$ cat src/rtl/ddr4_rx_align_pkg.sv
// rtl/ddr4_rx_align_pkg.sv - shared types and constants for the DDR4 lane RX aligner
//
// Purpose: training FSM state encoding, default training word, delay-line
// direction codes and the tap-counter width helper.
// Ports: none (package).

package ddr4_rx_align_pkg;

    typedef enum logic [3:0] {
        ST_IDLE,
        ST_LOAD,
        ST_SETTLE,
        ST_CHECK,
        ST_SLIP,
        ST_EYE_CLR,
        ST_EYE_SAMPLE,
        ST_MOVE,
        ST_DONE,
        ST_ERROR
    } state_t;

    localparam logic [7:0] DEFAULT_TRAIN_PATTERN = 8'hB4;

    localparam logic DIR_INC = 1'b1;
    localparam logic DIR_DEC = 1'b0;

    // Width of a counter spanning 0..taps-1; never narrower than one bit.
    function automatic int tap_width(input int taps);
        return (taps <= 2) ? 1 : $clog2(taps);
    endfunction

endpackage

$ cat src/rtl/ddr4_rx_pattern_checker.sv
// rtl/ddr4_rx_pattern_checker.sv - consecutive training-word match counter
//
// Purpose: compares each sampled word against the training pattern and counts
// consecutive matches; lock fires on the word that completes MATCH_COUNT.
// Ports:
//   clk, rst      rising-edge clock, synchronous active-high reset
//   clear         restart the run of matches
//   sample        the current word is to be judged this cycle
//   data[7:0]     deserialized word
//   match         data equals the pattern (combinational)
//   lock          this sampled word completes the required run (combinational)

module ddr4_rx_pattern_checker
    import ddr4_rx_align_pkg::*;
#(
    parameter logic [7:0] PATTERN     = DEFAULT_TRAIN_PATTERN,
    parameter int         MATCH_COUNT = 16
) (
    input  logic       clk,
    input  logic       rst,
    input  logic       clear,
    input  logic       sample,
    input  logic [7:0] data,
    output logic       match,
    output logic       lock
);

    localparam logic [7:0] MATCH_LAST = 8'(MATCH_COUNT - 1);

    logic [7:0] run_q;

    assign match = (data == PATTERN);
    assign lock  = sample && match && (run_q == MATCH_LAST);

    // A mismatch breaks the run; a completed run also restarts so a later
    // retrain never inherits a stale count.
    always_ff @(posedge clk) begin
        if (rst || clear || (sample && (!match || lock))) begin
            run_q <= 8'd0;
        end else if (sample) begin
            run_q <= run_q + 8'd1;
        end
    end

endmodule

$ cat src/rtl/ddr4_lane_rx_align.sv
// rtl/ddr4_lane_rx_align.sv - DDR4 lane read-leveling, bit-slip word alignment and eye centring
//
// Purpose: slips the 1:8 IOD deserializer until the training word locks, then
// steps the input delay line from the eye-monitor early/late flags until the
// sample point is centred, then forwards aligned read words.
// Ports:
//   FAB_CLK, RX_SYNC_RST          clock, synchronous active-high reset
//   TRAIN_START                   one-cycle (re)train request (IDLE/DONE/ERROR only)
//   RX_DATA[7:0]                  deserialized word, bit 0 earliest
//   EYE_MONITOR_EARLY/LATE        sticky eye flags
//   DELAY_LINE_OUT_OF_RANGE       delay-line limit flag
//   RX_BIT_SLIP                   slip pulse
//   DELAY_LINE_LOAD/MOVE          delay-line load / one-tap move pulses
//   DELAY_LINE_DIRECTION          1 = more delay
//   EYE_MONITOR_CLEAR_FLAGS       flag clear pulse
//   RD_EN, RD_DATA, RD_VALID      read window in, registered aligned word out
//   TRAIN_DONE, TRAIN_ERR         training status levels
//   SLIP_COUNT, TAP_COUNT         slips applied, net taps moved since load

module ddr4_lane_rx_align
    import ddr4_rx_align_pkg::*;
#(
    parameter logic [7:0] TRAIN_PATTERN = DEFAULT_TRAIN_PATTERN,
    parameter int         MATCH_COUNT   = 16,
    parameter int         SETTLE_CYCLES = 4,
    parameter int         DELAY_TAPS    = 128,
    localparam int        TAP_W         = tap_width(DELAY_TAPS)
) (
    input  logic             FAB_CLK,
    input  logic             RX_SYNC_RST,
    input  logic             TRAIN_START,
    input  logic [7:0]       RX_DATA,
    input  logic             EYE_MONITOR_EARLY,
    input  logic             EYE_MONITOR_LATE,
    input  logic             DELAY_LINE_OUT_OF_RANGE,
    output logic             RX_BIT_SLIP,
    output logic             DELAY_LINE_LOAD,
    output logic             DELAY_LINE_MOVE,
    output logic             DELAY_LINE_DIRECTION,
    output logic             EYE_MONITOR_CLEAR_FLAGS,
    input  logic             RD_EN,
    output logic [7:0]       RD_DATA,
    output logic             RD_VALID,
    output logic             TRAIN_DONE,
    output logic             TRAIN_ERR,
    output logic [2:0]       SLIP_COUNT,
    output logic [TAP_W-1:0] TAP_COUNT
);

    localparam logic [3:0]       SETTLE_LAST = 4'(SETTLE_CYCLES - 1);
    localparam logic [TAP_W-1:0] TAP_MAX     = TAP_W'(DELAY_TAPS - 1);

    state_t           state_q, state_d;
    state_t           ret_q, ret_d;
    logic [3:0]       settle_q, settle_d;
    logic [2:0]       slip_q, slip_d;
    logic [TAP_W-1:0] tap_q, tap_d;
    logic             prev_valid_q, prev_valid_d;
    logic             prev_dir_q, prev_dir_d;
    logic             dir_q, dir_d;
    logic             load_q, load_d;
    logic             bslip_q, bslip_d;
    logic             move_q, move_d;
    logic             clr_q, clr_d;
    logic             done_q, done_d;
    logic             err_q, err_d;
    logic [7:0]       rd_data_q, rd_data_d;
    logic             rd_valid_q, rd_valid_d;

    logic match, lock;
    logic want_inc, want_dec, want_dir;

    ddr4_rx_pattern_checker #(
        .PATTERN     (TRAIN_PATTERN),
        .MATCH_COUNT (MATCH_COUNT)
    ) u_checker (
        .clk    (FAB_CLK),
        .rst    (RX_SYNC_RST),
        .clear  ((state_q == ST_LOAD) || (state_q == ST_SLIP)),
        .sample (state_q == ST_CHECK),
        .data   (RX_DATA),
        .match  (match),
        .lock   (lock)
    );

    // Both flags set is as inconclusive as neither: stop where we are.
    assign want_inc = EYE_MONITOR_EARLY && !EYE_MONITOR_LATE;
    assign want_dec = EYE_MONITOR_LATE && !EYE_MONITOR_EARLY;
    assign want_dir = want_inc ? DIR_INC : DIR_DEC;

    always_comb begin
        state_d      = state_q;
        ret_d        = ret_q;
        settle_d     = settle_q;
        slip_d       = slip_q;
        tap_d        = tap_q;
        prev_valid_d = prev_valid_q;
        prev_dir_d   = prev_dir_q;
        dir_d        = dir_q;
        rd_data_d    = rd_data_q;

        unique case (state_q)
            ST_IDLE: begin
                if (TRAIN_START) state_d = ST_LOAD;
            end
            ST_LOAD: begin
                state_d  = ST_SETTLE;
                ret_d    = ST_CHECK;
                settle_d = 4'd0;
            end
            ST_SETTLE: begin
                if (DELAY_LINE_OUT_OF_RANGE)      state_d = ST_ERROR;
                else if (settle_q == SETTLE_LAST) state_d = ret_q;
                else                              settle_d = settle_q + 4'd1;
            end
            ST_CHECK: begin
                if (lock)        state_d = ST_EYE_CLR;
                else if (!match) state_d = ST_SLIP;
            end
            ST_SLIP: begin
                // Seven slips cover every rotation of an 8-bit word.
                if (slip_q == 3'd7) begin
                    state_d = ST_ERROR;
                end else begin
                    slip_d   = slip_q + 3'd1;
                    state_d  = ST_SETTLE;
                    ret_d    = ST_CHECK;
                    settle_d = 4'd0;
                end
            end
            ST_EYE_CLR: begin
                state_d  = ST_SETTLE;
                ret_d    = ST_EYE_SAMPLE;
                settle_d = 4'd0;
            end
            ST_EYE_SAMPLE: begin
                if (DELAY_LINE_OUT_OF_RANGE) begin
                    state_d = ST_ERROR;
                end else if (want_inc == want_dec) begin
                    state_d = ST_DONE;
                end else if (prev_valid_q && (prev_dir_q != want_dir)) begin
                    // Flag flipped sides after a step: we just crossed the centre.
                    state_d = ST_DONE;
                end else if ((want_inc && tap_q == TAP_MAX) ||
                             (want_dec && tap_q == '0)) begin
                    state_d = ST_ERROR;
                end else begin
                    state_d = ST_MOVE;
                    dir_d   = want_dir;
                end
            end
            ST_MOVE: begin
                tap_d        = (dir_q == DIR_INC) ? tap_q + TAP_W'(1) : tap_q - TAP_W'(1);
                prev_valid_d = 1'b1;
                prev_dir_d   = dir_q;
                if (DELAY_LINE_OUT_OF_RANGE) begin
                    state_d = ST_ERROR;
                end else begin
                    state_d  = ST_SETTLE;
                    ret_d    = ST_EYE_CLR;
                    settle_d = 4'd0;
                end
            end
            ST_DONE: begin
                rd_data_d = RX_DATA;
                if (TRAIN_START) state_d = ST_LOAD;
            end
            ST_ERROR: begin
                if (TRAIN_START) state_d = ST_LOAD;
            end
            default: state_d = ST_IDLE;
        endcase

        // Clear on entry so the LOAD cycle already reports zero counts.
        if (state_d == ST_LOAD) begin
            slip_d       = 3'd0;
            tap_d        = '0;
            prev_valid_d = 1'b0;
        end

        // Pulses and levels are decoded from the next state and registered,
        // so each is glitch-free and aligned with its state's single cycle.
        load_d     = (state_d == ST_LOAD);
        bslip_d    = (state_d == ST_SLIP) && (slip_q != 3'd7);
        move_d     = (state_d == ST_MOVE);
        clr_d      = (state_d == ST_EYE_CLR);
        done_d     = (state_d == ST_DONE);
        err_d      = (state_d == ST_ERROR);
        rd_valid_d = (state_q == ST_DONE) && (state_d == ST_DONE) && RD_EN;
    end

    always_ff @(posedge FAB_CLK) begin
        if (RX_SYNC_RST) begin
            state_q      <= ST_IDLE;
            ret_q        <= ST_IDLE;
            settle_q     <= 4'd0;
            slip_q       <= 3'd0;
            tap_q        <= '0;
            prev_valid_q <= 1'b0;
            prev_dir_q   <= 1'b0;
            dir_q        <= 1'b0;
            load_q       <= 1'b0;
            bslip_q      <= 1'b0;
            move_q       <= 1'b0;
            clr_q        <= 1'b0;
            done_q       <= 1'b0;
            err_q        <= 1'b0;
            rd_data_q    <= 8'd0;
            rd_valid_q   <= 1'b0;
        end else begin
            state_q      <= state_d;
            ret_q        <= ret_d;
            settle_q     <= settle_d;
            slip_q       <= slip_d;
            tap_q        <= tap_d;
            prev_valid_q <= prev_valid_d;
            prev_dir_q   <= prev_dir_d;
            dir_q        <= dir_d;
            load_q       <= load_d;
            bslip_q      <= bslip_d;
            move_q       <= move_d;
            clr_q        <= clr_d;
            done_q       <= done_d;
            err_q        <= err_d;
            rd_data_q    <= rd_data_d;
            rd_valid_q   <= rd_valid_d;
        end
    end

    assign RX_BIT_SLIP             = bslip_q;
    assign DELAY_LINE_LOAD         = load_q;
    assign DELAY_LINE_MOVE         = move_q;
    assign DELAY_LINE_DIRECTION    = dir_q;
    assign EYE_MONITOR_CLEAR_FLAGS = clr_q;
    assign RD_DATA                 = rd_data_q;
    assign RD_VALID                = rd_valid_q;
    assign TRAIN_DONE              = done_q;
    assign TRAIN_ERR               = err_q;
    assign SLIP_COUNT              = slip_q;
    assign TAP_COUNT               = tap_q;

endmodule

$ cat config.mk
export PLATFORM = sky130hd
export DESIGN_NAME = ddr4_lane_rx_align
export DESIGN_NICKNAME = d
export VERILOG_FILES = /design/src/rtl/ddr4_rx_align_pkg.sv /design/src/rtl/ddr4_rx_pattern_checker.sv /design/src/rtl/ddr4_lane_rx_align.sv
export SDC_FILE = /design/constraint.sdc
export NUM_CORES = 1
export LEC_CHECK = 0
export ABC_AREA = 1
export CORE_MARGIN = 5
export CORE_UTILIZATION = 30
export DETAILED_ROUTE_END_ITERATION = 12
export PLACE_DENSITY_LB_ADDON = 0.08
export SETUP_SLACK_MARGIN = 0.4
export SYNTH_ARGS = -nofsm -noshare
export SYNTH_HDL_FRONTEND = slang
export SYNTH_SLANG_ARGS = --single-unit
$ cat constraint.sdc
create_clock -name FAB_CLK -period 1.85 [get_ports FAB_CLK]
set_input_delay 0.37 -clock FAB_CLK [delete_from_list [all_inputs] [get_ports FAB_CLK]]
set_output_delay 0.37 -clock FAB_CLK [all_outputs]
set_load 0.02 [all_outputs]
## After elaboration in Yosys (flattened, before gate mapping)

Index checks and enable logic that the tools add are counted.

- Flip-flop bits (word level): 48
- Output and inout port bits: 26
- Word-level logic and storage cells: 106
- Bits in writable memories: 0
- Input port bits: 15
- Memories kept: 0
- Memory bits (read-only): 0
- Latch bits: 0

- Shifts and indexed selects: 0
- Bitwise logic cells: 5
- Div/mod/pow operators: 0
- Mux-type cells: 22
- Reduce and logical (&&, ||, !) cells: 30
- Order comparisons: 0
- Multiply operators: 0
- Equal/unequal tests: 27
- $add $sub $neg: 5

Operators with widths:

| kind | count |
|---|---|
| 4-bit 2-to-1 mux | 17 |
| 4-bit one-hot mux with 4 select lines | 2 |
| 4-bit by 3-bit equality test with 1-bit output (second input constant) | 7 |
| 4-bit one-hot mux with 7 select lines | 1 |
| 4-bit equality test (second input constant) | 4 |
| 4-bit by 2-bit equality test with 1-bit output (second input constant) | 3 |
| 1-bit logical AND | 11 |
| 5-bit AND reduction | 2 |
| 8-bit by 1-bit adder with 8-bit output (second input constant) | 1 |
| 4-bit by 1-bit equality test with 1-bit output (second input constant) | 2 |
| 8-bit by 4-bit equality test with 1-bit output (second input constant) | 1 |
| 8-bit equality test (second input constant) | 1 |
| 2-bit inequality test (second input constant) | 4 |
| 4-bit nonzero test | 2 |
| 7-bit by 1-bit adder with 7-bit output (second input constant) | 1 |
| 7-bit equality test (second input constant) | 1 |
| 7-bit logical NOT | 1 |
| 7-bit 2-to-1 mux | 1 |
| 7-bit by 1-bit subtractor with 7-bit output (second input constant) | 1 |
| 1-bit logical OR | 5 |
| 1-bit NOT | 5 |
| 4-bit by 1-bit adder with 4-bit output (second input constant) | 1 |
| 4-bit logical NOT | 1 |
| 2-bit OR reduction | 2 |
| 10 further kinds | 12 |

## Longest topological paths before layout

- Depth after elaboration: 12
- Gate-level depth with buffers: 15
- Mapped depth without buffers: 15

## By module

Synthesis repeated with hierarchy kept, for this count alone.

- Cell total of the unflattened synthesis: 376
- Area, all modules: 2,618.8 µm²

Modules (own cells, without submodules):

| module | instances | cells an instance | sequential area each (µm²) | area an instance (µm²) |
|---|---|---|---|---|
| ddr4_lane_rx_align | 1 | 322 | 780.7 | 2,207.1 |
| ddr4_rx_pattern_checker | 1 | 54 | 160.2 | 411.6 |

## Worst setup path before layout

Ideal clock, no wire load.

- Kind: reg-to-reg
- From: register dir_q, in the netlist DELAY_LINE_DIRECTION
- To: register tap_q[5], in the netlist TAP_COUNT[5]
- Path slack: 0.036 ns
- Data required time: 1.788 ns
- Setup time: 0.062 ns
- Buffers on the path: 0
- Clock period less this slack: 1.814 ns
- Arrival time: 1.752 ns
- Stages on the path, launching flop included: 10
- Cells stage by stage: dfxtp_1 inv_1 ha_1 a21o_1 nand2_1 nand3_1 xnor2_1 o21ai_0 inv_1 nor2_2

- Cells in the longest elaborated chain, start to end: 1

Ends and longest elaborated chain:

| item | line | RTL |
|---|---|---|
| start, declared | ddr4_lane_rx_align.sv:60 | `logic dir_q, dir_d;` |
| start signal, assigned | ddr4_lane_rx_align.sv:218 | `dir_q <= dir_d;` |
| 7-bit 2-to-1 mux | ddr4_lane_rx_align.sv:153 | `tap_d = (dir_q == DIR_INC) ? tap_q + TAP_W'(1) : tap_q - TAP_W'(1);` |
| end signal, assigned | ddr4_lane_rx_align.sv:215 | `tap_q <= tap_d;` |
| end, declared | ddr4_lane_rx_align.sv:57 | `logic [TAP_W-1:0] tap_q, tap_d;` |

No other way between the ends.
A chain may end at the register's enable or synchronous reset.

## Worst setup path after layout

- From: register state_q[0]
- To: register err_q, in the netlist TRAIN_ERR

- Cells in the longest elaborated chain, start to end: 6
- Elaborated cells between the ends (all ways): 21
- Classes of those cells: 10 x eq/ne; 6 x mux; 5 x reduce/logical

Ends and longest elaborated chain:

| item | line | RTL |
|---|---|---|
| start, declared | ddr4_lane_rx_align.sv:53 | `state_t state_q, state_d;` |
| start signal, assigned | ddr4_lane_rx_align.sv:211 | `state_q <= state_d;` |
| 4-bit by 2-bit equality test with 1-bit output | ddr4_lane_rx_align.sv:80, ddr4_lane_rx_align.sv:102 |  |
| 1-bit logical AND (2 in series) | ddr4_rx_pattern_checker.sv:33 | `assign lock = sample && match && (run_q == MATCH_LAST);` |
| 4-bit 2-to-1 mux | ddr4_lane_rx_align.sv:117 | `if (lock) state_d = ST_EYE_CLR;` |
| 4-bit one-hot mux with 7 select lines (*) | ddr4_lane_rx_align.sv:102 | `unique case (state_q)` |
| 4-bit equality test (*) | ddr4_lane_rx_align.sv:188 | `err_d = (state_d == ST_ERROR);` |
| end signal, assigned | ddr4_lane_rx_align.sv:224 | `err_q <= err_d;` |
| end, declared | ddr4_lane_rx_align.sv:66 | `logic err_q, err_d;` |

Mark *: on every way between the ends. The rest lies on a longest branch, timed or not.

==> results_dict.tcl <==
set metrics [dict create \
    final_area_um2 4060 \
    crit_fanout 4 \
    final_util 0.489 \
    grt_max_degree 15 \
    worstPathCellList "buf_6 -> nand2_8 -> inv_8 -> nand3_4 -> nand2_4 -> nor2_4 -> buf_4 -> nand3_2 -> nor2_4 -> buf_4 -> nand2_1 -> nor2_2" \
    placed_area_um2 3420 \
    grt_pass1_wl_um 11700 \
    dpl.hpwl_um 5100 \
    nets 480 \
    rsz0062_at_grt "true" \
    hold_violations 0 \
    cts_hold_buf 0 \
    numCtsBuffers 5 \
    setup-tns-final_ps 0 \
    finClkSkew_ps 11.1 \
    first_pass_iters 4 \
    cp_top_family "simple AND/OR/NAND/NOR gates" \
    cp_slowest_cell "dfxtp_2" \
    whs_ps 464 \
    p_leak_nw 1.75 \
    outcome "finished, final reports clean" \
    grt_usage 0.140 \
    hp-class "in2reg" \
    antenna_left 0 \
    layout_common_cells "52 x nand2_1, 45 x buf_4, 43 x nor2_1, 32 x inv_1, 29 x dfxtp_1" \
    setup_viol 0 \
    ys.flop_type "dfxtp_1" \
    cts_tree "built" \
    synthCells 358 \
    hp-start "RX_DATA[4]" \
    vias 2533 \
    yosys_warnings 0 \
    power.density_nw_per_um2 633 \
    die_w_um 103 \
    clk_pin_slew_ps 90 \
    worst-setup-path-type "reg2reg" \
    clk_path_buf_depth 2 \
    mostFrequentLayoutCell "nand2_1" \
    drt_wl_total_um 6970 \
    die_y_um 103 \
    worstHoldPathCells 3 \
    cpPeakStageDelay_ps 350 \
    whs_endpoint "RD_DATA[4]" \
    rr_endpoint "TRAIN_ERR" \
    drive_above_1_share 0.410 \
    wl_per_cell_um 12.5 \
    cts-htree-levels 2 \
    clockRootBuffer "clkbuf_8" \
    coreArea_um2 8300 \
    dieArea_um2 10600 \
    drv_slew 0 \
    finalCritPeriodShare 0.875 \
    stdcell_count 559 \
    clock_latency_ps 310 \
    antennaDiodeCount 0 \
    required_ps 2100 \
    drcViolationCount 0 \
    cts.sinks 47 \
    syn_area_um2 2580 \
    crit_buf_inv 4 \
    port_buffers 40 \
    initialDrtViolationCount 65 \
    seq_area_frac_synth 0.364 \
    arrival_ps 1860 \
    num_rows 33 \
    fmax_mhz 618 \
    grt_pass1_vias 2514 \
    synthArstFlopShare 0 \
    synth_seq_cells 47 \
    reg2reg_depth 12 \
    r2r-start "state_q[0]" \
    synth.avg_cell_area_um2 7.22 \
    slew_headroom 0.806 \
    ioPinCount 41 \
    syn_nets 385 \
    post_drt_via_cell_ratio 4.53 \
    grt_overflow 0 \
    regToRegSetupSlack_ps 230 \
    startpoint_type "flip-flop" \
    dp_cells 519 \
    tightest_slew_ps 291 \
    ir_worst_vdd_mv 0.279 \
    drv_cap 0 \
    period_needed_ps 1620 \
    initial_utilization 0.311 \
    gp_congestion 0.805 \
    endpoint_kind "flip-flop" \
    synth_edf_count 0 \
    syn_to_final_growth_pct 57.1 \
    antenna_found_initial 0 \
    synth.distinct_cells 35 \
]
per-layer routing:
metal / wire (um) / global-route usage / up-vias
met4: 91 / 0.0418 / 0
met5: 0 / 0 / -
met3: 301 / 0.0257 / 8
met2: 3160 / 0.226 / 41
met1: 3420 / 0.191 / 1157
li1: - / - / 1327
worst min-delay path, delay by kind of cell:
family          cells  cell delay (ps)
buf+inv             1              210
compound gates      1               80
simple gates        1               70
sequential cells by signal, summed over array words and instances (netlist names), 3 cells and up:
register	flops
RD_DATA	8
SLIP_COUNT	3
TAP_COUNT	7
ret_q	3
settle_q	4
state_q	4
u_checker.run_q	8
metrics by stage:
step / setup slack [ps] / total power, mW
after floorplan: 316 / 1.44
after global placement: -494 / 1.62
after detailed placement: -516 / 1.62
after CTS: 214 / 2.53
after global routing: 120 / 2.72
final: 232 / 2.57
power breakdown:
| group | internal [mW] | leakage, nW | switching [mW] |
|---|---|---|---|
| logic | 0.315 | 1.31 | 0.412 |
| clock network | 0.396 | 0.0556 | 0.353 |
| registers | 1.05 | 0.391 | 0.0406 |
kinds of logic after synthesis:
group | count (synthesis) | share of synthesized area
AND/OR/NAND/NOR | 190 | 0.358
buffers and inverters | 56 | 0.0862
flip-flops | 47 | 0.364
AO/OA/AOI/OAI | 41 | 0.0896
XOR/XNOR | 12 | 0.0407
adder cells (fa/ha/maj) | 12 | 0.0610
cell usage after synthesis (2+ instances only):
library cell	n	share of area
nand3_2	3	0.012
xnor2_1	4	0.014
inv_2	5	0.0073
nand2_2	7	0.017
nand2_4	4	0.017
xor2_1	8	0.027
a21oi_1	15	0.029
nor3_1	8	0.015
nand4_1	6	0.015
o21ai_0	17	0.033
nand3_1	23	0.045
o31ai_1	2	0.0058
nor2_1	56	0.081
dfxtp_1	47	0.36
nor2_4	5	0.022
ha_1	11	0.053
nand2_1	59	0.086
inv_1	45	0.065
a31oi_1	2	0.0048
nor2_2	16	0.039
worst max-delay path by stage:
stage	startpoint	endpoint	slack, ps	cells past startpoint
2_1_floorplan	EYE_MONITOR_LATE	TAP_COUNT[1]	320	15
3_3_place_gp	EYE_MONITOR_LATE	TAP_COUNT[4]	-490	16
3_5_place_dp	EYE_MONITOR_LATE	SLIP_COUNT[2]	-520	16
4_1_cts	state_q[0]	prev_valid_q	210	13
5_1_grt	state_q[0]	TAP_COUNT[2]	120	13
6_report	state_q[0]	TRAIN_ERR	230	12
area by class of cell:
cell class              instances  area [um2]
clock buffers                   5        68.8
clock inverters                 3        38.8
fillers                       838        4240
inverters                      51         226
multi-input cells             256        1820
flip-flops and latches         47         983
well taps                     105         131
repair buffers                 92         788
timing repair:
item	4_1_cts	5_1_grt
endpoints found under the setup margin	65	53
endpoints found under the hold margin	0	0
pin swaps	56	21
gates cloned	1	0
gates resized for setup	108	35
setup buffers	23	8
(Power assumes the default switching activity.)
